$ cat src/rtl/frame_writer_pkg.sv
// Shared definitions for the frame writer: FSM state encodings and the
// layout of the 9-bit capture-FIFO word {sof, pixel[7:0]}.
package frame_writer_pkg;

  localparam logic [1:0] ST_IDLE = 2'd0;
  localparam logic [1:0] ST_SYNC = 2'd1;
  localparam logic [1:0] ST_RUN  = 2'd2;
  localparam logic [1:0] ST_DONE = 2'd3;

  localparam int SOF_BIT = 8;
  localparam int WORD_W  = 9;
  localparam int PIXEL_W = 8;

  // Start-of-frame marker carried in the top bit of a FIFO word.
  function automatic logic is_sof(input logic [WORD_W-1:0] word);
    return word[SOF_BIT];
  endfunction

endpackage

$ cat src/rtl/fw_addr_ctr.sv
// Up-counter with load-to-1 and increment, plus a flag asserted while the
// count equals LAST. Loading while incrementing yields 2, which lets the
// issue counter account for a pop made in the same cycle as a realign.
module fw_addr_ctr
  import frame_writer_pkg::*;
#(
  parameter int W    = 15,
  parameter int LAST = 19199
) (
  input  logic         clk,
  input  logic         reset,
  input  logic         load1,
  input  logic         inc,
  output logic [W-1:0] cnt,
  output logic         at_last
);

  localparam logic [W-1:0] LAST_V = W'(LAST);

  logic [W-1:0] cnt_q;
  logic [W-1:0] cnt_d;

  // Next count: load has priority over a plain increment.
  always_comb begin
    cnt_d = cnt_q;
    if (load1) begin
      cnt_d = inc ? W'(2) : W'(1);
    end else if (inc) begin
      cnt_d = cnt_q + W'(1);
    end
  end

  // Count register.
  always_ff @(posedge clk) begin
    if (reset) begin
      cnt_q <= '0;
    end else begin
      cnt_q <= cnt_d;
    end
  end

  assign cnt     = cnt_q;
  assign at_last = (cnt_q == LAST_V);

endmodule

$ cat src/rtl/frame_writer.sv
// Drains the camera capture FIFO into a frame-buffer RAM at linear
// addresses 0..PIX-1, realigning on start-of-frame and flagging short
// frames. Requires PIX = H_RES*V_RES >= 2.
// Optional statistics counters are built when FW_STATS_EN is defined;
// otherwise frame_cnt and err_cnt are tied to zero.
module frame_writer
  import frame_writer_pkg::*;
#(
  parameter int H_RES  = 160,
  parameter int V_RES  = 120,
  parameter int ADDR_W = 15
) (
  input  logic              pclk,
  input  logic              reset,
  input  logic              capture_en,
  input  logic              fifo_empty,
  input  logic [8:0]        fifo_dout,
  output logic              fifo_rd,
  output logic              fb_we,
  output logic [ADDR_W-1:0] fb_addr,
  output logic [7:0]        fb_data,
  output logic              frame_done,
  output logic              frame_err,
  output logic              busy,
  output logic [15:0]       frame_cnt,
  output logic [7:0]        err_cnt
);

  localparam int PIX   = H_RES * V_RES;
  // The issue counter must reach PIX itself, which may need one more bit
  // than the address when PIX == 2**ADDR_W.
  localparam int ISS_W = ADDR_W + 1;

  logic [1:0]         state_q, state_d;
  logic               rd_q;
  logic               fb_we_q, fb_we_d;
  logic [ADDR_W-1:0]  fb_addr_q, fb_addr_d;
  logic [7:0]         fb_data_q, fb_data_d;
  logic               frame_done_q, frame_done_d;
  logic               frame_err_q, frame_err_d;

  logic               addr_load, addr_inc, addr_last;
  logic [ADDR_W-1:0]  addr_cnt;
  logic               iss_load, iss_inc, iss_full;
  // Only the "all pixels issued" flag of the issue counter is needed.
  logic [ISS_W-1:0]   iss_cnt_unused;

  logic               word_sof;

  assign word_sof = is_sof(fifo_dout);

  fw_addr_ctr #(
    .W    (ADDR_W),
    .LAST (PIX - 1)
  ) u_addr_ctr (
    .clk     (pclk),
    .reset   (reset),
    .load1   (addr_load),
    .inc     (addr_inc),
    .cnt     (addr_cnt),
    .at_last (addr_last)
  );

  fw_addr_ctr #(
    .W    (ISS_W),
    .LAST (PIX)
  ) u_iss_ctr (
    .clk     (pclk),
    .reset   (reset),
    .load1   (iss_load),
    .inc     (iss_inc),
    .cnt     (iss_cnt_unused),
    .at_last (iss_full)
  );

  // FSM next state, FIFO pop strobe and the write presented next cycle.
  always_comb begin
    state_d      = state_q;
    fifo_rd      = 1'b0;
    fb_we_d      = 1'b0;
    fb_addr_d    = fb_addr_q;
    fb_data_d    = fb_data_q;
    frame_done_d = 1'b0;
    frame_err_d  = 1'b0;
    addr_load    = 1'b0;
    addr_inc     = 1'b0;
    iss_load     = 1'b0;
    iss_inc      = 1'b0;
    case (state_q)
      ST_IDLE: begin
        if (capture_en) state_d = ST_SYNC;
      end
      ST_SYNC: begin
        // One word in flight at a time so nothing is over-read past the SOF.
        fifo_rd = !fifo_empty && !rd_q;
        if (rd_q && word_sof) begin
          fb_we_d   = 1'b1;
          fb_addr_d = '0;
          fb_data_d = fifo_dout[PIXEL_W-1:0];
          addr_load = 1'b1;
          iss_load  = 1'b1;
          state_d   = ST_RUN;
        end
      end
      ST_RUN: begin
        fifo_rd = !fifo_empty && !iss_full;
        iss_inc = fifo_rd;
        if (rd_q) begin
          fb_we_d   = 1'b1;
          fb_data_d = fifo_dout[PIXEL_W-1:0];
          if (word_sof) begin
            // Short frame: restart at pixel 0; issue count restarts from
            // this word plus any pop made this cycle.
            fb_addr_d   = '0;
            addr_load   = 1'b1;
            iss_load    = 1'b1;
            frame_err_d = 1'b1;
          end else begin
            fb_addr_d = addr_cnt;
            addr_inc  = !addr_last;
            if (addr_last) begin
              frame_done_d = 1'b1;
              state_d      = ST_DONE;
            end
          end
        end
      end
      ST_DONE: begin
        state_d = capture_en ? ST_SYNC : ST_IDLE;
      end
      default: begin
        state_d = ST_IDLE;
      end
    endcase
  end

  // State, read-valid tracking and registered frame-buffer outputs.
  always_ff @(posedge pclk) begin
    if (reset) begin
      state_q      <= ST_IDLE;
      rd_q         <= 1'b0;
      fb_we_q      <= 1'b0;
      fb_addr_q    <= '0;
      fb_data_q    <= '0;
      frame_done_q <= 1'b0;
      frame_err_q  <= 1'b0;
    end else begin
      state_q      <= state_d;
      rd_q         <= fifo_rd;
      fb_we_q      <= fb_we_d;
      fb_addr_q    <= fb_addr_d;
      fb_data_q    <= fb_data_d;
      frame_done_q <= frame_done_d;
      frame_err_q  <= frame_err_d;
    end
  end

  assign fb_we      = fb_we_q;
  assign fb_addr    = fb_addr_q;
  assign fb_data    = fb_data_q;
  assign frame_done = frame_done_q;
  assign frame_err  = frame_err_q;
  assign busy       = (state_q != ST_IDLE);

`ifdef FW_STATS_EN
  logic [15:0] frame_cnt_q, frame_cnt_d;
  logic [7:0]  err_cnt_q, err_cnt_d;

  // Completed frames wrap; short-frame count saturates.
  always_comb begin
    frame_cnt_d = frame_cnt_q + 16'(frame_done_q);
    err_cnt_d   = err_cnt_q;
    if (frame_err_q && (err_cnt_q != 8'hFF)) err_cnt_d = err_cnt_q + 8'd1;
  end

  // Statistics registers.
  always_ff @(posedge pclk) begin
    if (reset) begin
      frame_cnt_q <= '0;
      err_cnt_q   <= '0;
    end else begin
      frame_cnt_q <= frame_cnt_d;
      err_cnt_q   <= err_cnt_d;
    end
  end

  assign frame_cnt = frame_cnt_q;
  assign err_cnt   = err_cnt_q;
`else
  assign frame_cnt = '0;
  assign err_cnt   = '0;
`endif

endmodule
$ cat config.mk
export PLATFORM = sky130hd
export DESIGN_NAME = frame_writer
export DESIGN_NICKNAME = d
export VERILOG_FILES = /design/src/rtl/frame_writer_pkg.sv /design/src/rtl/fw_addr_ctr.sv /design/src/rtl/frame_writer.sv
export SDC_FILE = /design/constraint.sdc
export NUM_CORES = 1
export LEC_CHECK = 0
export ABC_CLOCK_PERIOD_IN_PS = 2900
export BUFFER_PORTS_ARGS = -buffer_cell sky130_fd_sc_hd__buf_2
export CORE_ASPECT_RATIO = 1.75
export CORE_MARGIN = 1.5
export CORE_UTILIZATION = 54
export DETAILED_ROUTE_END_ITERATION = 12
export PLACE_DENSITY = 0.8
export SLEW_MARGIN = 20
export SYNTH_ARGS = -nofsm -noshare
export SYNTH_HDL_FRONTEND = slang
export SYNTH_HIERARCHICAL = 1
export SYNTH_SLANG_ARGS = --single-unit
export TNS_END_PERCENT = 10
$ cat constraint.sdc
create_clock -name pclk -period 2.9 [get_ports pclk]
set_input_delay 0.58 -clock pclk [delete_from_list [all_inputs] [get_ports pclk]]
set_output_delay 0.58 -clock pclk [all_outputs]
set_load 0.1 [all_outputs]
; Yosys cells after proc, flatten, opt, wreduce, memory -nomap -nowiden
; Cells that the tools add are included.
[totals]
register_bits = 60
inputBits = 13
output_inout_bits = 52
[classes]
n_addsub = 2
n_eq_ne = 10
mux = 32
bitwise_logic = 2
reduce_logical = 16
[ops]
columns = op, n
row1 = $mux W15, 5
row2 = $mux W16, 2
row3 = $pmux W15 S2, 1
row4 = $add A16 B1 Y16 const B, 1
row5 = $eq A16 B15 Y1 const B, 1
row6 = $mux W8, 2
row7 = $pmux W8 S2, 1
row8 = $add A15 B1 Y15 const B, 1
row9 = $eq A15 B15 Y1 const B, 1
row10 = $mux W2, 7
row11 = $mux W1, 10
row12 = $ne A2 B2 Y1 const B, 5
row13 = $pmux W2 S4, 1
row14 = $reduce_bool A2 Y1, 4
row15 = $pmux W1 S2, 3
row16 = $reduce_and A5 Y1, 1
row17 = $eq A2 B2 Y1 const B, 2
row18 = $logic_not A1 Y1, 4
row19 = $reduce_or A4 Y1, 1
row20 = $logic_and A1 B1 Y1, 3
row21 = $reduce_and A3 Y1, 1
row22 = $eq A2 B1 Y1 const B, 1
row23 = $logic_not A2 Y1, 1
row24 = $not A1 Y1, 2
row25 = $reduce_or A2 Y1, 1

; Longest topological paths before layout
[depth]
ltp_word = 7
mapped_depth = 11
mapped_depth_nobuf = 10

; Hierarchy
; The synthesis kept the hierarchy.
[modules_own_cells]
columns = module, n_inst, cells_per_inst, area_each_um2, seq_area_each_um2
row1 = frame_writer, 1, 175, 1451.4, 580.6
row2 = fw_addr_ctr at u_iss_ctr, 1, 93, 823.3, 320.3
row3 = fw_addr_ctr at u_addr_ctr, 1, 89, 789.5, 300.3

; Worst setup path before layout
; OpenSTA, ideal clock, no wires.
[synth_path]
path_kind = reg-to-output
from = register u_iss_ctr.cnt_q[0], in the netlist u_iss_ctr/cnt[0]
to = output fifo_rd
arrival_ns = 1.716
required_time_ns = 2.320
setup_slack_ns = 0.604
path_stages_with_launch = 8
cell_sequence = dfxtp_1 inv_1 ha_1 nand3_1 nor3_1 nand2b_1 o21ai_0 and3b_1
[synth_via]
elab_chain_cells = 4
[synth_rtl]
columns = element, line_no
row1 = from (decl), fw_addr_ctr.sv:20  ; logic [W-1:0] cnt_q;
row2 = from (signal assigned), fw_addr_ctr.sv:38  ; cnt_q <= cnt_d;
row3 = $eq A16 B15 Y1, fw_addr_ctr.sv:43  ; assign at_last = (cnt_q == LAST_V);
row4 = net iss_full, frame_writer.sv:44  ; logic iss_load, iss_inc, iss_full;
row5 = $logic_not A1 Y1, frame_writer.sv:106  ; fifo_rd = !fifo_empty && !iss_full;
row6 = $logic_and A1 B1 Y1, frame_writer.sv:106
row7 = $pmux W1 S2, frame_writer.sv:89  ; case (state_q)
row8 = to (decl), frame_writer.sv:18  ; output logic fifo_rd,
; The timed path passes the listed nets, and every way through them passes these cells.

; Worst setup path after layout
[layout_path]
from = register u_iss_ctr.cnt_q[6], in the netlist u_iss_ctr/cnt[6]
to = output fifo_rd
; The elaborated chain is that of the path after synthesis.

==> impl_metrics.py <==
metrics = {
    "setup_path": {
        "r2r_end": "u_iss_ctr/cnt[13]",
        "path_class": "register to output port",
        "r2r_setup_slack_ps": 430,
        "cp-start-kind": "register",
        "worst_setup_path_end_kind": "output port",
        "crit_arrival_ps": 2140,
        "crit_fanout": 4,
        "r2r_cells": 10,
        "crit_slowest_cell": "or4_1",
        "crit_chain": "or4_1 -> nor3_1 -> nand2b_1 -> o21ai_0 -> and3b_1 -> buf_2",
        "cpPeakStageDelay_ps": 550,
        "required_ps": 2320,
        "regToRegStartpoint": "u_iss_ctr/cnt[0]",
    },
    "clock_tree": {
        "cts_hold_buf": 0,
        "clk_pin_slew_ps": 70,
        "htree_levels": 3,
        "cts_root_buffer": "clkbuf_8",
        "cts_made_buffers": 9,
        "cts_setup_buffers": 0,
        "clockBufferDepth": 2,
        "cts_tree": "built",
        "clk-insertion-delay-late_ps": 350,
        "cts.sink_count": 60,
        "post_cts_resized": 0,
    },
    "yosys": {
        "avgSynthCellArea_um2": 8.583,
        "yosys.area.top_type": "dfxtp_1",
        "synth-simple-area-share": 0.2658,
        "synth.mux.area_fraction": 0.02491,
        "synth_ff_type": "dfxtp_1",
        "synth_common_cells": "60 x dfxtp_1, 46 x nand2_1, 34 x a21oi_1",
        "synth-xor-area-share": 0.04287,
        "ys_seq_area_frac": 0.3920,
        "ys_ff_latch": 60,
        "synth.most_common_cell": "dfxtp_1",
        "synth_top_family_by_area": "simple AND/OR/NAND/NOR gates",
        "synth_compound_area_frac": 0.1282,
        "synthAdderAreaFrac": 0.03675,
        "synth_cells": 357,
        "yosys-top-cells-area": "dfxtp_1 39%, buf_4 6.1%, nand2_1 5.6%",
        "synth-async-reset-ratio": 0,
        "synth_edf_count": 0,
        "synth.distinct_cells": 55,
        "yosysTopAreaCellShare": 0.3920,
        "yosysWarnings": 6,
        "syn-cell-area_um2": 3064,
    },
    "layout": {
        "design_area_um2": 3366,
        "fin_util": 0.6075,
        "drive_gt1_frac": 0.1949,
        "nNetsFinal": 412,
        "area_growth_pct": 9.841,
        "diodes": 0,
    },
    "timing": {
        "finalSetupViolCount": 0,
        "tightest_slew_ps": 714.9,
        "max_freq_mhz": 368.3,
        "hold_viol": 0,
        "relSlewSlack": 0.5234,
        "slew_viol_final": 0,
        "period_minus_slack_ps": 2715,
        "clock_skew_ps": 6.749,
        "rsz0062_at_grt": "false",
        "fin_crit_sh": 0.9363,
        "tns_ps": 0,
    },
    "min_path": {
        "worstHoldStart": "fb_addr[8]",
        "hp-class": "register to register",
        "hold_path_end": "fb_addr[8]",
        "min_path_cells": 2,
    },
    "global_routing": {
        "antenna_found_initial": 0,
        "grt.total_usage": 0.2151,
        "grt_pass1_wl_mm": 9.998,
        "grt-ovfl-total": 0,
        "grt_pass1_vias": 2321,
        "grt_max_degree": 42,
    },
    "placed_design": {
        "gp_congestion": 0.8462,
        "port_buffers": 40,
        "place_area_um2": 3163,
        "post-dp-hpwl_mm": 4.306,
    },
    "flow_run": {
        "maxCapViolations": 0,
    },
    "die": {
        "row_count": 36,
        "die_y_um": 102.7,
        "initial_core_util": 0.5531,
        "io_pins": 65,
        "fp.dieArea_um2": 6153,
        "die_w_um": 59.95,
        "core_area_um2": 5540,
    },
    "power": {
        "peakVddDrop_uv": 486.5,
        "power.leakage_uw": 0.001332,
        "pwr_density_cell_nw_per_um2": 634.8,
    },
    "status": {
        "outcome": "finished clean",
    },
    "detailed_routing": {
        "totalWireLength_mm": 6.039,
        "drtIter0Drc": 101,
        "drt_pass1_iterations": 4,
        "vias": 2516,
        "post-route-drc-count": 0,
        "wire_per_inst_um": 12.82,
        "route.antenna.remaining_nets": 0,
        "viasPerCell": 5.342,
    },
}
[kinds of logic after synthesis]
family / after synthesis
buf+inv: 52
xor+xnor: 15
fa+ha+maj: 9
other cells: 1
flops: 60
mux: 7
compound gates: 61
simple gates: 152
[power by group]
| group | switching (uW) | internal (uW) |
|---|---|---|
| Combinational | 389 | 114 |
| Sequential | 23.7 | 841 |
| Clock | 328 | 441 |
[registers in the layout (all words and copies together), names as in the netlist]
signal,count
u_iss_ctr/cnt,16
fb_addr,15
u_addr_ctr/cnt,15
fb_data,8
state_q,2
fb_we,1
frame_done,1
frame_err,1
rd_q,1
[final cells by class]
type | count | area, um^2
Clock inverter | 4 | 47.55
Inverter | 9 | 33.78
Fill cell | 494 | 2175
Timing Repair Buffer | 42 | 215.2
Clock buffer | 12 | 155.1
Tap cell | 76 | 95.09
Multi-Input combinational cell | 268 | 1618
Sequential cell | 60 | 1201
[critical path: cells and delay by family (launching register included)]
kind	cells	cell delay, ps
flops	1	360
compound gates	1	80
buf+inv	1	290
simple gates	4	1060
[cell usage in the layout, fill, tap and decap left out, types with 4 or more instances in the layout]
master	n
dfxtp_1	60
ha_1	9
nor2_1	28
or3_1	9
nor4_1	6
a21oi_1	34
clkbuf_8	11
nor2b_1	4
buf_2	40
xor2_1	9
nand4_1	5
nand2_1	46
inv_1	8
mux2i_1	5
nor3_1	4
conb_1	24
o31ai_1	4
o21ai_0	4
or4_1	5
xnor2_1	6
nand3_1	22
[metal layers]
metal  vias up  track usage  share of wire
li1       1262            -              -
met5         -            0              0
met2        66       0.3788           0.54
met4         0       0.1214          0.027
met1      1173       0.2267           0.39
met3        15      0.05019          0.040
[how the worst max path moves through the flow]
stage / startpoint / end / slack, ps
after floorplan: u_iss_ctr/cnt[0] / fifo_rd / 600
after global placement: u_iss_ctr/cnt[0] / u_iss_ctr/cnt[13] / 550
after detailed placement: u_iss_ctr/cnt[0] / u_iss_ctr/cnt[15] / 490
after CTS: u_iss_ctr/cnt[6] / fifo_rd / 190
after global routing: u_iss_ctr/cnt[4] / fifo_rd / 70
final: u_iss_ctr/cnt[6] / fifo_rd / 180
[per-stage QoR]
stage	power, uW	setup slack, ps	hold WS [ps]	std cells
after floorplan	1338	604.5	448.5	380
after global placement	1375	552.4	434.6	455
after detailed placement	1380	494.1	442.7	455
after CTS	2150	189.3	450.3	471
after global routing	2235	72.53	464.8	471
final	2137	184.7	447.2	471
No activity file was read; power rests on OpenSTA's default activity.
